--- config.mk ---
export PLATFORM = sky130hd
export DESIGN_NAME = v_hier_chanbank
export DESIGN_NICKNAME = d
export VERILOG_FILES = /design/src/rtl/v_hier_pkg.sv /design/src/rtl/v_hier_lane_fifo.sv /design/src/rtl/v_hier_chanbank.sv
export SDC_FILE = /design/constraint.sdc
export NUM_CORES = 1
export LEC_CHECK = 0
export BUFFER_PORTS_ARGS = -buffer_cell sky130_fd_sc_hd__buf_2
export CORE_MARGIN = 2
export CORE_UTILIZATION = 53
export DETAILED_ROUTE_END_ITERATION = 8
export HOLD_SLACK_MARGIN = 0.06
export PLACE_DENSITY = 0.75
export SKIP_LAST_GASP = 1
export SLEW_MARGIN = 20
export SYNTH_ARGS = -nofsm -noshare
export SYNTH_HDL_FRONTEND = slang
export SYNTH_HIERARCHICAL = 1
export SYNTH_SLANG_ARGS = --single-unit
--- constraint.sdc ---
create_clock -name clk -period 3.1 [get_ports clk]
set_clock_uncertainty 0.2 [all_clocks]
set_input_delay 0.31 -clock clk [delete_from_list [all_inputs] [get_ports clk]]
set_output_delay 0.31 -clock clk [all_outputs]
set_load 0.01 [all_outputs]
--- src/rtl/v_hier_pkg.sv ---
// rtl/v_hier_pkg.sv - shared widths and defaults for the channel bank
package v_hier_pkg;

  localparam int V_HIER_NCHAN = 4;
  localparam int V_HIER_WIDTH = 8;
  localparam int V_HIER_DEPTH = 4;

  // Lane index width; a single lane still needs one bit for out_chan
  function automatic int chan_w(input int nchan);
    return (nchan > 1) ? $clog2(nchan) : 1;
  endfunction

  // Occupancy count width; one extra bit so that a full FIFO reads DEPTH
  function automatic int lvl_w(input int depth);
    return $clog2(depth) + 1;
  endfunction

endpackage

--- src/rtl/v_hier_lane_fifo.sv ---
// rtl/v_hier_lane_fifo.sv - per-lane registered FIFO with occupancy count
module v_hier_lane_fifo
  import v_hier_pkg::*;
#(
  parameter int WIDTH = V_HIER_WIDTH,
  parameter int DEPTH = V_HIER_DEPTH
) (
  input  logic                      clk,
  input  logic                      rst,
  input  logic                      push,
  input  logic [WIDTH-1:0]          wdata,
  input  logic                      pop,
  output logic [WIDTH-1:0]          rdata,
  output logic [lvl_w(DEPTH)-1:0]  level,
  output logic                      full,
  output logic                      empty
);

  localparam int AW = $clog2(DEPTH);
  localparam int LW = lvl_w(DEPTH);

  logic [WIDTH-1:0] mem [DEPTH];
  logic [AW-1:0]    wr_ptr;
  logic [AW-1:0]    rd_ptr;
  logic [LW-1:0]    count;
  logic             do_push;
  logic             do_pop;

  // Full/empty come from the registered count only, so a full lane never
  // accepts a word even when it is being popped in the same cycle.
  assign full    = (count == LW'(DEPTH));
  assign empty   = (count == '0);
  assign do_push = push && !full;
  assign do_pop  = pop && !empty;
  assign level   = count;
  assign rdata   = mem[rd_ptr];

  // Storage array needs no reset; stale entries are never visible past count
  always_ff @(posedge clk) begin
    if (do_push) begin
      mem[wr_ptr] <= wdata;
    end
  end

  // Pointers wrap naturally at DEPTH (power of two); count tracks occupancy
  always_ff @(posedge clk) begin
    if (rst) begin
      wr_ptr <= '0;
      rd_ptr <= '0;
      count  <= '0;
    end else begin
      if (do_push) begin
        wr_ptr <= wr_ptr + 1'b1;
      end
      if (do_pop) begin
        rd_ptr <= rd_ptr + 1'b1;
      end
      case ({do_push, do_pop})
        2'b10:   count <= count + 1'b1;
        2'b01:   count <= count - 1'b1;
        default: count <= count;
      endcase
    end
  end

endmodule

--- src/rtl/v_hier_chanbank.sv ---
// rtl/v_hier_chanbank.sv - NCHAN buffered lanes merged round-robin onto one registered stream
module v_hier_chanbank
  import v_hier_pkg::*;
#(
  parameter int NCHAN = V_HIER_NCHAN,
  parameter int WIDTH = V_HIER_WIDTH,
  parameter int DEPTH = V_HIER_DEPTH
) (
  input  logic                            clk,
  input  logic                            rst,
  input  logic [NCHAN-1:0]                in_valid,
  output logic [NCHAN-1:0]                in_ready,
  input  logic [NCHAN*WIDTH-1:0]          in_data,
  output logic                            out_valid,
  input  logic                            out_ready,
  output logic [WIDTH-1:0]                out_data,
  output logic [chan_w(NCHAN)-1:0]        out_chan,
  output logic [NCHAN*lvl_w(DEPTH)-1:0]   lane_level
);

  localparam int CW = chan_w(NCHAN);
  localparam int LW = lvl_w(DEPTH);

  logic [NCHAN-1:0] lane_push;
  logic [NCHAN-1:0] lane_pop;
  logic [NCHAN-1:0] lane_full;
  logic [NCHAN-1:0] lane_empty;
  logic [WIDTH-1:0] lane_rdata [NCHAN];

  logic [CW-1:0]    rr_ptr;
  logic [CW-1:0]    rr_next;
  logic [CW-1:0]    grant;
  logic [CW-1:0]    scan;
  logic             any_req;
  logic             load;

  genvar k;
  generate
    for (k = 0; k < NCHAN; k++) begin : lanes
      v_hier_lane_fifo #(
        .WIDTH (WIDTH),
        .DEPTH (DEPTH)
      ) u_fifo (
        .clk   (clk),
        .rst   (rst),
        .push  (lane_push[k]),
        .wdata (in_data[k*WIDTH +: WIDTH]),
        .pop   (lane_pop[k]),
        .rdata (lane_rdata[k]),
        .level (lane_level[k*LW +: LW]),
        .full  (lane_full[k]),
        .empty (lane_empty[k])
      );

      assign in_ready[k]  = !rst && !lane_full[k];
      assign lane_push[k] = in_valid[k] && in_ready[k];
      assign lane_pop[k]  = load && (grant == CW'(k));
    end
  endgenerate

  // Round-robin pick: scan from rr_ptr upward, the nearest non-empty lane wins.
  // Walking the offsets downward lets the smallest offset overwrite the rest.
  always_comb begin
    grant   = rr_ptr;
    any_req = 1'b0;
    scan    = '0;
    for (int i = NCHAN - 1; i >= 0; i--) begin
      scan = CW'((int'(rr_ptr) + i) % NCHAN);
      if (!lane_empty[scan]) begin
        grant   = scan;
        any_req = 1'b1;
      end
    end
  end

  // rr_ptr holds the lane with highest priority next time, i.e. last grant + 1
  assign rr_next = CW'((int'(grant) + 1) % NCHAN);
  assign load    = (!out_valid || out_ready) && any_req;

  // Output register: load and pop together, hold while stalled, drop when drained
  always_ff @(posedge clk) begin
    if (rst) begin
      out_valid <= 1'b0;
      out_data  <= '0;
      out_chan  <= '0;
      rr_ptr    <= '0;
    end else if (load) begin
      out_valid <= 1'b1;
      out_data  <= lane_rdata[grant];
      out_chan  <= grant;
      rr_ptr    <= rr_next;
    end else if (out_ready) begin
      out_valid <= 1'b0;
    end
  end

endmodule
==> flow_summary_export.csv <==
group,metric,value,unit
outcome,status,"complete, but fails checks",
outcome,violations,"negative setup slack",
synthesis,ys_top_cells_by_count,"edfxtp_1 (128), dfxtp_1 (49), nor2_1 (36), inv_1 (33), mux4_2 (32)",
detailed_routing,wl_per_cell,18.6,µm
synthesis,async_reset_ff_frac,0,
sta,period_minus_slack,3.17,ns
sta,finalCritPeriodShare,1.02,
setup_path,path_buf_inv,2,
synthesis,yosysMostFrequentCell,"edfxtp_1",
setup_path,critPathKind,"flip-flop to flip-flop",
clock_network,cts_root_buffer,"clkbuf_16",
floorplanning,dieArea,0.0149,mm²
finish,stdcell_area,0.00908,mm²
sta,max_freq,315,MHz
hold_path,min_from,"rst",
setup_path,cpPeakStageDelay,0.46,ns
floorplanning,die_w,122,µm
power,ir_drop,0.443,mV
setup_path,cp-start-kind,"flip-flop",
synthesis,synth.avg_cell_area,15.3,µm²
synthesis,synth_area,0.00741,mm²
grt,grt_util_met1,0.262,
sta,drv_slew,0,
setup_path,cp.arrival,3.34,ns
setup_path,r2r_slack,-0.07,ns
sta,tightestPinTransition,0.590,ns
clock_network,clock-sinks,177,
grt,antenna_found_initial,0,
grt,top_usage_layer,"met2",
detailed_routing,dr.first_iter.drc_count,358,
finish,syn2layout_area_growth,22.6,%
grt,use_met3,0.0516,
placed_design,io_buffers,65,
grt,grt_util_met2,0.370,
setup_path,setup.worst_path.end_class,"flip-flop",
finish,nNetsFinal,669,
power,power_density,784,mW/mm²
floorplanning,rows,43,
finish,final_layout_size_suffix_gt1_frac,0.289,
synthesis,yosys_warnings,6,
detailed_routing,wirelength,14800,µm
synthesis,ys_top_cells_by_area,"edfxtp_1 (52%), dfxtp_1 (13%), mux4_2 (9.7%)",
floorplanning,io_pins,66,
job,maxCapViolations,0,
clock_network,cts_made_buffers,17,
finish,fillers,984,
sta,setup_viol,3,
grt,grtUsageTotal,0.213,
synthesis,yosys.cell_types.count,31,
setup_path,cpMostUsedCell,"inv_1",
synthesis,synth_edf_count,128,
sta,finalHoldViolations,0,
clock_network,cts_tree,"built",
synthesis,synth_ff_type,"edfxtp_1",
setup_path,cp.required,3.27,ns
placed_design,postPlaceCellArea,0.00809,mm²
detailed_routing,postRouteAntennaNets,0,
floorplanning,start_util,0.538,
detailed_routing,dr_total_vias,4360,
clock_network,clkTransAtPathRegs,0.06,ns
setup_path,worstPathCellList,"nor3_4 > nand2b_4 > o21ai_2 > a221oi_4 > nand2_2 > nor2_4 > o31ai_2 > inv_1 > ha_2 > inv_1 > fa_2 > xor2_1 > or3_1 > a21oi_2",
synthesis,yosys.area.top_type_share,0.519,
clock_network,cts_max_level,4,
grt,grt_start_max_net_pins,35,
synthesis,synthCells,483,
sta,setup_ws,-0.0708,ns
clock_network,clk_latency,0.43,ns
synthesis,synth_seq_cells,177,
synthesis,ys_seq_area_frac,0.651,
hold_path,hold_class,"input pin to flip-flop",
synthesis,synth_area_leader_cell,"edfxtp_1",
synthesis,syn_nets,546,
grt,grt_overflow,0,
power,leakage,3.28,nW
finish,fin_util,0.659,
detailed_routing,firstDrtPassIters,4,
floorplanning,die_h,122,µm
placed_design,routabilityCongestion,0.847,
grt,grt_pass1_wl,23500,µm
setup_path,critPathMaxFanout,5,
finish,antenna_cells,0,
setup_path,crit_family,"simple AND/OR/NAND/NOR gates",
placed_design,dp_hpwl,10200,µm
sta,grt_setup_unrepaired,"true",
sta,slew_headroom,0.606,
grt,grt_pass1_vias,4564,
setup_path,critPathLaunch,"lanes[0].u_fifo/level[2]",
clock_network,clockBufferDepth,2,
setup_path,r2r-start,"lanes[0].u_fifo/level[2]",
detailed_routing,via_per_inst,5.46,
setup_path,cp_slowest_cell,"a221oi_4",
detailed_routing,route.detailed.drc,0,
floorplanning,fp.coreArea,0.0138,mm²
[registers in the layout, summed over array words and instances (netlist names), named ones only]
signal,flops
lanes.u_fifo/mem,128
lanes.u_fifo/level,12
lanes.u_fifo/rd_ptr,8
lanes.u_fifo/wr_ptr,8
out_data,8
out_chan,2
rr_ptr,2
out_valid,1
[where the power goes]
part	switching (mW)	internal [mW]
Combinational	1.11	0.927
Clock	0.844	1.34
Sequential	0.181	2.72
Total	2.14	4.98
[layout by cell type, fill, tap and decap left out, types with 8 or more instances in the layout]
| master | count |
|---|---|
| nor2_1 | 32 |
| buf_4 | 25 |
| inv_1 | 33 |
| nand3b_1 | 9 |
| mux4_2 | 32 |
| clkbuf_16 | 17 |
| mux2i_1 | 20 |
| and2_1 | 21 |
| dfxtp_1 | 45 |
| ha_1 | 18 |
| or3_1 | 12 |
| nand2b_1 | 11 |
| dlygate4sd3_1 | 33 |
| buf_2 | 65 |
| a21oi_1 | 17 |
| xor2_1 | 13 |
| o221ai_1 | 8 |
| o21ai_0 | 14 |
| nand2_1 | 10 |
| edfxtp_1 | 128 |
[path summary, 6_finish.rpt]
kind              cells past startpoint                  endpoint
hold / removal                        2  lanes[3].u_fifo/level[1]
setup / recovery                     14  lanes[3].u_fifo/level[2]
setup reg to reg                     14  lanes[3].u_fifo/level[2]
hold reg to reg                       2               out_chan[0]
[cell families (layout without fill, tap and decap cells)]
family / after synthesis / in the layout / synth area share
AO/OA/AOI/OAI: 53 / 53 / 0.0490
XOR/XNOR: 13 / 13 / 0.0154
adder cells (fa/ha/maj): 24 / 24 / 0.0446
buffers and inverters: 52 / 188 / 0.0292
flip-flops: 177 / 177 / 0.651
multiplexers: 52 / 52 / 0.124
AND/OR/NAND/NOR: 112 / 112 / 0.0861
[per-layer routing]
metal / part of all wire / vias up
li1: - / 2043
met1: 0.40 / 2191
met2: 0.54 / 108
met3: 0.043 / 18
met4: 0.015 / 0
met5: 0 / -
[stage by stage]
step | hold WS [ns] | power (mW) | setup TNS, ns | worst slack (ns) | std cells
after global routing | 0.0973 | 7.46 | -0.959 | -0.217 | 799
final | 0.0825 | 7.12 | -0.117 | -0.0708 | 799
after global placement | 0.277 | 4.77 | 0 | 0.119 | 731
after CTS | 0.0713 | 7.09 | -0.0391 | -0.0391 | 796
after detailed placement | 0.277 | 4.86 | -0.0246 | -0.0196 | 731
after floorplan | 0.209 | 4.32 | -0.0342 | -0.0342 | 483
[layout make-up]
| type | instances | area, µm² | area share |
|---|---|---|---|
| Clock buffer | 20 | 437 | 0.0481 |
| Clock inverter | 12 | 165 | 0.0182 |
| Inverter | 33 | 124 | 0.0136 |
| Multi-Input combinational cell | 254 | 2450 | 0.270 |
| Sequential cell | 177 | 4830 | 0.532 |
| Tap cell | 180 | 225 | 0.0248 |
| Timing Repair Buffer | 123 | 843 | 0.0929 |
[what timing repair did]
| action | 4_1_cts | 5_1_grt |
|---|---|---|
| gates resized for setup | 1 | 7 |
| pin swaps | 3 | 7 |
| endpoints found under the hold margin | 129 | 0 |
| endpoints found under the setup margin | 3 | 6 |
| hold buffers | 33 | 0 |
| buffers inserted | 0 | 3 |
Note: power is estimated with default switching activity, not from simulation.
